--- config.mk ---
export PLATFORM = sky130hd
export DESIGN_NAME = ins_fetcher_flat
export DESIGN_NICKNAME = d
export VERILOG_FILES = /design/src/rtl/ins_fetcher_pkg.sv /design/src/rtl/ins_fetcher_if.sv /design/src/rtl/ins_queue.sv /design/src/rtl/ins_fetcher.sv /design/src/flat_wrapper.sv
export SDC_FILE = /design/constraint.sdc
export NUM_CORES = 1
export LEC_CHECK = 0
export CAP_MARGIN = 10
export CORE_AREA = 4 4 210 151
export DETAILED_ROUTE_END_ITERATION = 16
export DIE_AREA = 0 0 214 155
export PLACE_DENSITY_LB_ADDON = 0.1
export SLEW_MARGIN = 25
export SYNTH_ARGS = -nofsm -noshare
export SYNTH_HDL_FRONTEND = slang
export SYNTH_HIERARCHICAL = 1
export SYNTH_SLANG_ARGS = --single-unit
--- constraint.sdc ---
create_clock -name clk_in -period 17.4 [get_ports clk_in]
set_input_delay 3.48 -clock clk_in [delete_from_list [all_inputs] [get_ports clk_in]]
set_output_delay 3.48 -clock clk_in [all_outputs]
set_load 0.02 [all_outputs]
--- src/rtl/ins_fetcher_pkg.sv ---
`default_nettype none
// ============================================================================
// Module   : ins_fetcher_pkg
// Brief    : Shared types and constants for the instruction fetch front end.
// Revision : 1.0 - initial release
// ============================================================================
package ins_fetcher_pkg;

    localparam logic [31:0] c_pc_step   = 32'd4;
    localparam logic [31:0] c_word_mask = 32'hFFFF_FFFC;

    typedef enum logic [1:0] {
        IF_IDLE = 2'b00,
        IF_WAIT = 2'b01,
        IF_DROP = 2'b10
    } if_state_e;

    typedef struct packed {
        logic [31:0] pc;
        logic [31:0] ins;
    } iq_entry_t;

    function automatic logic [31:0] word_align(input logic [31:0] addr);
        return addr & c_word_mask;
    endfunction

endpackage
`default_nettype wire

--- src/rtl/ins_fetcher_if.sv ---
`default_nettype none
// ============================================================================
// Module   : ins_fetcher_if
// Brief    : Memory-controller request/response and Decoder hand-off signals.
// Revision : 1.0 - initial release
// ============================================================================
interface ins_fetcher_if;

    logic        mc_req_valid;
    logic [31:0] mc_req_addr;
    logic        mc_resp_valid;
    logic [31:0] mc_resp_data;
    logic        ins_ready;
    logic [31:0] ins;
    logic [31:0] pc;
    logic        dec_stall;
    logic        dec_clear;
    logic [31:0] dec_new_addr;

    modport master (
        output mc_req_valid, mc_req_addr, ins_ready, ins, pc,
        input  mc_resp_valid, mc_resp_data, dec_stall, dec_clear, dec_new_addr
    );

    modport slave (
        input  mc_req_valid, mc_req_addr, ins_ready, ins, pc,
        output mc_resp_valid, mc_resp_data, dec_stall, dec_clear, dec_new_addr
    );

endinterface
`default_nettype wire

--- src/rtl/ins_queue.sv ---
`default_nettype none
// ============================================================================
// Module   : ins_queue
// Brief    : Register-based instruction FIFO with push/pop/flush and head view.
// Revision : 1.0 - initial release
// ============================================================================
module ins_queue
    import ins_fetcher_pkg::*;
#(
    parameter int unsigned DEPTH = 4
) (
    input  logic                    clk_i,
    input  logic                    rst_i,
    input  logic                    en_i,
    input  logic                    flush_i,
    input  logic                    push_i,
    input  iq_entry_t               push_entry_i,
    input  logic                    pop_i,
    output iq_entry_t               head_o,
    output logic [$clog2(DEPTH):0]  count_o,
    output logic                    full_o,
    output logic                    empty_o
);

    localparam int unsigned      PTR_W   = $clog2(DEPTH);
    localparam int unsigned      CNT_W   = PTR_W + 1;
    localparam logic [CNT_W-1:0] c_depth = CNT_W'(DEPTH);

    iq_entry_t        mem_q [DEPTH];
    logic [PTR_W-1:0] wr_ptr_q, wr_ptr_d;
    logic [PTR_W-1:0] rd_ptr_q, rd_ptr_d;
    logic [CNT_W-1:0] count_q,  count_d;

    always_comb begin
        wr_ptr_d = wr_ptr_q;
        rd_ptr_d = rd_ptr_q;
        count_d  = count_q;
        if (flush_i) begin
            wr_ptr_d = '0;
            rd_ptr_d = '0;
            count_d  = '0;
        end else begin
            if (push_i) wr_ptr_d = wr_ptr_q + PTR_W'(1);
            if (pop_i)  rd_ptr_d = rd_ptr_q + PTR_W'(1);
            case ({push_i, pop_i})
                2'b10:   count_d = count_q + CNT_W'(1);
                2'b01:   count_d = count_q - CNT_W'(1);
                default: count_d = count_q;
            endcase
        end
    end

    always_ff @(posedge clk_i) begin
        if (rst_i) begin
            wr_ptr_q <= '0;
            rd_ptr_q <= '0;
            count_q  <= '0;
            for (int unsigned i = 0; i < DEPTH; i++) begin
                mem_q[i] <= '0;
            end
        end else if (en_i) begin
            wr_ptr_q <= wr_ptr_d;
            rd_ptr_q <= rd_ptr_d;
            count_q  <= count_d;
            if (push_i && !flush_i) begin
                mem_q[wr_ptr_q] <= push_entry_i;
            end
        end
    end

    // Head is read straight out of the storage registers; stale data may sit
    // here when empty, so consumers must qualify it with empty_o.
    assign head_o  = mem_q[rd_ptr_q];
    assign count_o = count_q;
    assign full_o  = (count_q == c_depth);
    assign empty_o = (count_q == '0);

endmodule
`default_nettype wire

--- src/rtl/ins_fetcher.sv ---
`default_nettype none
// ============================================================================
// Module   : ins_fetcher
// Brief    : Fetch stage: single-outstanding word reads into a queue feeding the Decoder.
// Revision : 1.0 - initial release
// ============================================================================
module ins_fetcher
    import ins_fetcher_pkg::*;
#(
    parameter int unsigned IQ_DEPTH = 4,
    parameter logic [31:0] RESET_PC = 32'h0
) (
    input  logic          clk_in,
    input  logic          rst_in,
    input  logic          rdy_in,
    ins_fetcher_if.master fif
);

    localparam int unsigned      CNT_W   = $clog2(IQ_DEPTH) + 1;
    localparam logic [CNT_W-1:0] c_depth = CNT_W'(IQ_DEPTH);

    if_state_e   state_q;
    logic [31:0] fetch_pc_q;
    logic        req_valid_q;
    logic [31:0] req_addr_q;

    logic             w_pop;
    logic             w_push;
    logic             w_flush;
    logic             w_can_fetch;
    logic [31:0]      w_redirect_pc;
    iq_entry_t        w_push_entry;
    iq_entry_t        w_head;
    logic [CNT_W-1:0] w_q_count;
    logic             w_q_full;
    logic             w_q_empty;

    assign w_redirect_pc = word_align(fif.dec_new_addr);
    assign w_can_fetch   = (w_q_count < c_depth);
    assign w_flush       = rdy_in & fif.dec_clear;
    assign w_pop         = rdy_in & ~w_q_empty & ~fif.dec_stall & ~fif.dec_clear;
    assign w_push        = rdy_in & (state_q == IF_WAIT) & fif.mc_resp_valid & ~fif.dec_clear;
    assign w_push_entry  = '{pc: fetch_pc_q, ins: fif.mc_resp_data};

    ins_queue #(
        .DEPTH (IQ_DEPTH)
    ) u_queue (
        .clk_i        (clk_in),
        .rst_i        (rst_in),
        .en_i         (rdy_in),
        .flush_i      (w_flush),
        .push_i       (w_push),
        .push_entry_i (w_push_entry),
        .pop_i        (w_pop),
        .head_o       (w_head),
        .count_o      (w_q_count),
        .full_o       (w_q_full),
        .empty_o      (w_q_empty)
    );

    // A redirect always wins; a read still in flight must be drained in DROP
    // unless its response lands in the same cycle as the redirect.
    always_ff @(posedge clk_in) begin
        if (rst_in) begin
            state_q     <= IF_IDLE;
            fetch_pc_q  <= RESET_PC;
            req_valid_q <= 1'b0;
            req_addr_q  <= '0;
        end else if (rdy_in) begin
            req_valid_q <= 1'b0;
            if (fif.dec_clear) begin
                fetch_pc_q <= w_redirect_pc;
                case (state_q)
                    IF_WAIT, IF_DROP: state_q <= fif.mc_resp_valid ? IF_IDLE : IF_DROP;
                    default:          state_q <= IF_IDLE;
                endcase
            end else begin
                case (state_q)
                    IF_IDLE: begin
                        if (w_can_fetch) begin
                            req_valid_q <= 1'b1;
                            req_addr_q  <= fetch_pc_q;
                            state_q     <= IF_WAIT;
                        end
                    end
                    IF_WAIT: begin
                        if (fif.mc_resp_valid) begin
                            fetch_pc_q <= fetch_pc_q + c_pc_step;
                            state_q    <= IF_IDLE;
                        end
                    end
                    IF_DROP: begin
                        if (fif.mc_resp_valid) state_q <= IF_IDLE;
                    end
                    default: state_q <= IF_IDLE;
                endcase
            end
        end
    end

    // The request register holds while frozen, so the pulse is masked rather
    // than lost and reaches the memory controller on the first ready edge.
    assign fif.mc_req_valid = req_valid_q & rdy_in;
    assign fif.mc_req_addr  = req_addr_q;
    assign fif.ins_ready    = ~w_q_empty;
    assign fif.ins          = w_head.ins;
    assign fif.pc           = w_head.pc;

    a_push_never_full: assert property (@(posedge clk_in) disable iff (rst_in)
        w_push |-> (!w_q_full || w_pop));

endmodule
`default_nettype wire

--- src/flat_wrapper.sv ---
// flat-port wrapper written by rule: the top's interface ports become plain ports
module ins_fetcher_flat import ins_fetcher_pkg::*;
#(
    parameter int unsigned IQ_DEPTH = 4,
    parameter logic [31:0] RESET_PC = 32'h0
)
  (clk_in, rst_in, rdy_in, fif_mc_req_valid, fif_mc_req_addr, fif_ins_ready, fif_ins, fif_pc, fif_mc_resp_valid, fif_mc_resp_data, fif_dec_stall, fif_dec_clear, fif_dec_new_addr);
  ins_fetcher_if fif_i ();
  input  logic clk_in;
  input  logic rst_in;
  input  logic rdy_in;
  output wire logic [$bits(fif_i.mc_req_valid)-1:0] fif_mc_req_valid;
  output wire logic [$bits(fif_i.mc_req_addr)-1:0] fif_mc_req_addr;
  output wire logic [$bits(fif_i.ins_ready)-1:0] fif_ins_ready;
  output wire logic [$bits(fif_i.ins)-1:0] fif_ins;
  output wire logic [$bits(fif_i.pc)-1:0] fif_pc;
  input wire logic [$bits(fif_i.mc_resp_valid)-1:0] fif_mc_resp_valid;
  input wire logic [$bits(fif_i.mc_resp_data)-1:0] fif_mc_resp_data;
  input wire logic [$bits(fif_i.dec_stall)-1:0] fif_dec_stall;
  input wire logic [$bits(fif_i.dec_clear)-1:0] fif_dec_clear;
  input wire logic [$bits(fif_i.dec_new_addr)-1:0] fif_dec_new_addr;
  assign fif_mc_req_valid = fif_i.mc_req_valid;
  assign fif_mc_req_addr = fif_i.mc_req_addr;
  assign fif_ins_ready = fif_i.ins_ready;
  assign fif_ins = fif_i.ins;
  assign fif_pc = fif_i.pc;
  assign fif_i.mc_resp_valid = fif_mc_resp_valid;
  assign fif_i.mc_resp_data = fif_mc_resp_data;
  assign fif_i.dec_stall = fif_dec_stall;
  assign fif_i.dec_clear = fif_dec_clear;
  assign fif_i.dec_new_addr = fif_dec_new_addr;
  ins_fetcher #(.IQ_DEPTH(IQ_DEPTH), .RESET_PC(RESET_PC)) u_core (.clk_in(clk_in), .rst_in(rst_in), .rdy_in(rdy_in), .fif(fif_i));
endmodule
==> flow_summary.ini <==
[place]
pre_cts_ws_ns = 8.95
dp_hpwl_um = 20700
numPortBuffers = 163
place.gp.congestion = 0.868
placed_cells = 1611

[sta]
tns_ns = 0
worst_pin_slew_ns = 0.970
clock-skew-final_ns = 0.0173
finalCritPeriodShare_pct = 48.5
setup_ws_ns = 8.95
hold_violations = 0
rsz0062_at_grt = no
min_period_ns = 8.45
max_slew_margin_pct = 35.3
slew_viol_final = 0
finalSetupViolations = 0
max_freq_ghz = 0.118

[worst_setup_path]
r2r.worst_path.cells = 9
startpoint = rdy_in
slowest_stage = clkdlybuf4s50_1
rr_startpoint = u_core/state_q[1]
path_class = primary input to output port
regToRegSetupSlack_ns = 13.31
endpoint = fif_mc_req_valid
start_kind = primary input
r2r-end = u_core/u_queue/mem_q[0][2]
path_cells = clkdlybuf4s50_1 > buf_4 > and2_1 > clkdlybuf4s50_1
critPathMaxFanout = 24
cp.arrival_ns = 4.97
critPathMaxStageDelay_ns = 0.60
path_common_cell = clkdlybuf4s50_1
crit_path_end_kind = output port
cp.required_ns = 13.92

[drt]
ant_nets = 0
drt-vias-per-instance = 5.58
firstDrtPassIters = 5
wl_per_cell_um = 21.2
vias = 9342
drt_iter0_markers = 726
drc_errors = 0
wirelength_um = 35400

[cts]
cts.htree.levels = 2
cts_setup_buffers = 0
clk_latency_ns = 0.52
ctsHoldBuffers = 0
clockRootBuffer = clkbuf_16
cts_sinks = 328
cts_tree = done
clockBufferDepth = 3
clk_pin_slew_ns = 0.06
cts-buffers-inserted = 34
cts.repair.resized = 0

[power]
cellPowerDensity_nw_per_um2 = 95.8
p_comb_share_pct = 5.8
p_leak_nw = 6.20
p_sw_w = 0.000360
totalPowerFinal_w = 0.00170
p_seq_share_pct = 51.9
pwr-share-clk_pct = 42.3
vdd_ir_drop_max_mv = 0.0607
switching_share_pct = 21.1
intPower_w = 0.00134

[layout]
drive_above_1_share_pct = 11.0
fin_nets = 1337
fillers = 2394
multi_input_area_um2 = 5240
final_cell_mix = and2_1, edfxtp_1, clkdlybuf4s50_1, nand2_1, dfxtp_1
antenna_cells = 0
layoutNonFillerInstCount = 1674
syn2layout_area_growth_pct = 21.3
final_util_pct = 60.0
mostFrequentLayoutCell = and2_1
area.sequential_um2 = 9140

[worst_hold_path]
hp-class = flop to flop

[die]
io_pins = 168
dieArea_um2 = 33200
start_util_pct = 49.5
core_um2 = 29600
die_h_um = 155
rows = 53
die_x_um = 214

[job]
max_cap_viol_count = 0

[yosys]
syn_inst = 1117
yosys_warnings = 6
syn-cell-area_um2 = 14700
syn_avg_cell_area_um2 = 13.1

[global_route]
grt_pass1_vias = 9411
gr-total-overflow = 0
grt_usage_pct = 21.2
antenna_found_initial = 0
grt_pass1_wl_um = 55400
grt_max_degree = 67

[status]
status = completed
## power groups by stage
stage / sequential [W] / combinational, W / clock (W)
2_1_floorplan: 0.000897 / 0.0000500 / 0
3_3_place_gp: 0.000900 / 0.0000987 / 0
3_5_place_dp: 0.000901 / 0.0000996 / 0
4_1_cts: 0.000884 / 0.000100 / 0.000740
5_1_grt: 0.000887 / 0.000107 / 0.000769
6_report: 0.000884 / 0.0000988 / 0.000721
## layout make-up
| class | count | area share [%] |
|---|---|---|
| repair buffers | 179 | 9.92 |
| flip-flops and latches | 328 | 51.4 |
| well taps | 385 | 2.71 |
| clock inverters | 7 | 0.457 |
| clock buffers | 55 | 5.76 |
| multi-input cells | 707 | 29.5 |
| inverters | 13 | 0.274 |
## registers in the layout, indices dropped and copies added (netlist names), named ones only
register / flops
u_core/u_queue/rd_ptr_q: 2
u_core/state_q: 2
u_core/req_valid_q: 1
u_core/fif.mc_req_addr: 30
u_core/u_queue/mem_q: 256
u_core/fetch_pc_q: 30
u_core/u_queue/wr_ptr_q: 2
u_core/u_queue/count_o: 3
## stage by stage
stage | hold slack (ns) | area (um2)
2_1_floorplan | 0.446 | 14700
3_3_place_gp | 0.448 | 16600
3_5_place_dp | 0.450 | 16600
4_1_cts | 0.459 | 17800
5_1_grt | 0.470 | 17800
6_report | 0.456 | 17800
## worst max-delay path, delay by kind of cell
family	cells	cell delay (ns)
AND/OR/NAND/NOR	1	0.16
buffers and inverters	3	1.31
## how the worst min path moves through the flow
stage	startpoint	end	depth (start not counted)
after floorplan	u_core/req_valid_q	u_core/req_valid_q	2
after global placement	u_core/fif.mc_req_addr[31]	u_core/fif.mc_req_addr[31]	2
after detailed placement	u_core/fif.mc_req_addr[29]	u_core/fif.mc_req_addr[29]	2
after CTS	u_core/fif.mc_req_addr[25]	u_core/fif.mc_req_addr[25]	2
after global routing	u_core/fif.mc_req_addr[4]	u_core/fif.mc_req_addr[4]	2
final	u_core/fif.mc_req_addr[26]	u_core/fif.mc_req_addr[26]	2
## metal layers
metal	GRT usage, %	up-vias	part of all wire (%)
met4	5.25	0	1.9
met5	0	-	0
li1	-	4381	-
met3	3.98	59	5.9
met1	31.0	4638	46
met2	33.4	264	46
Power figures use the tool's default switching activity.
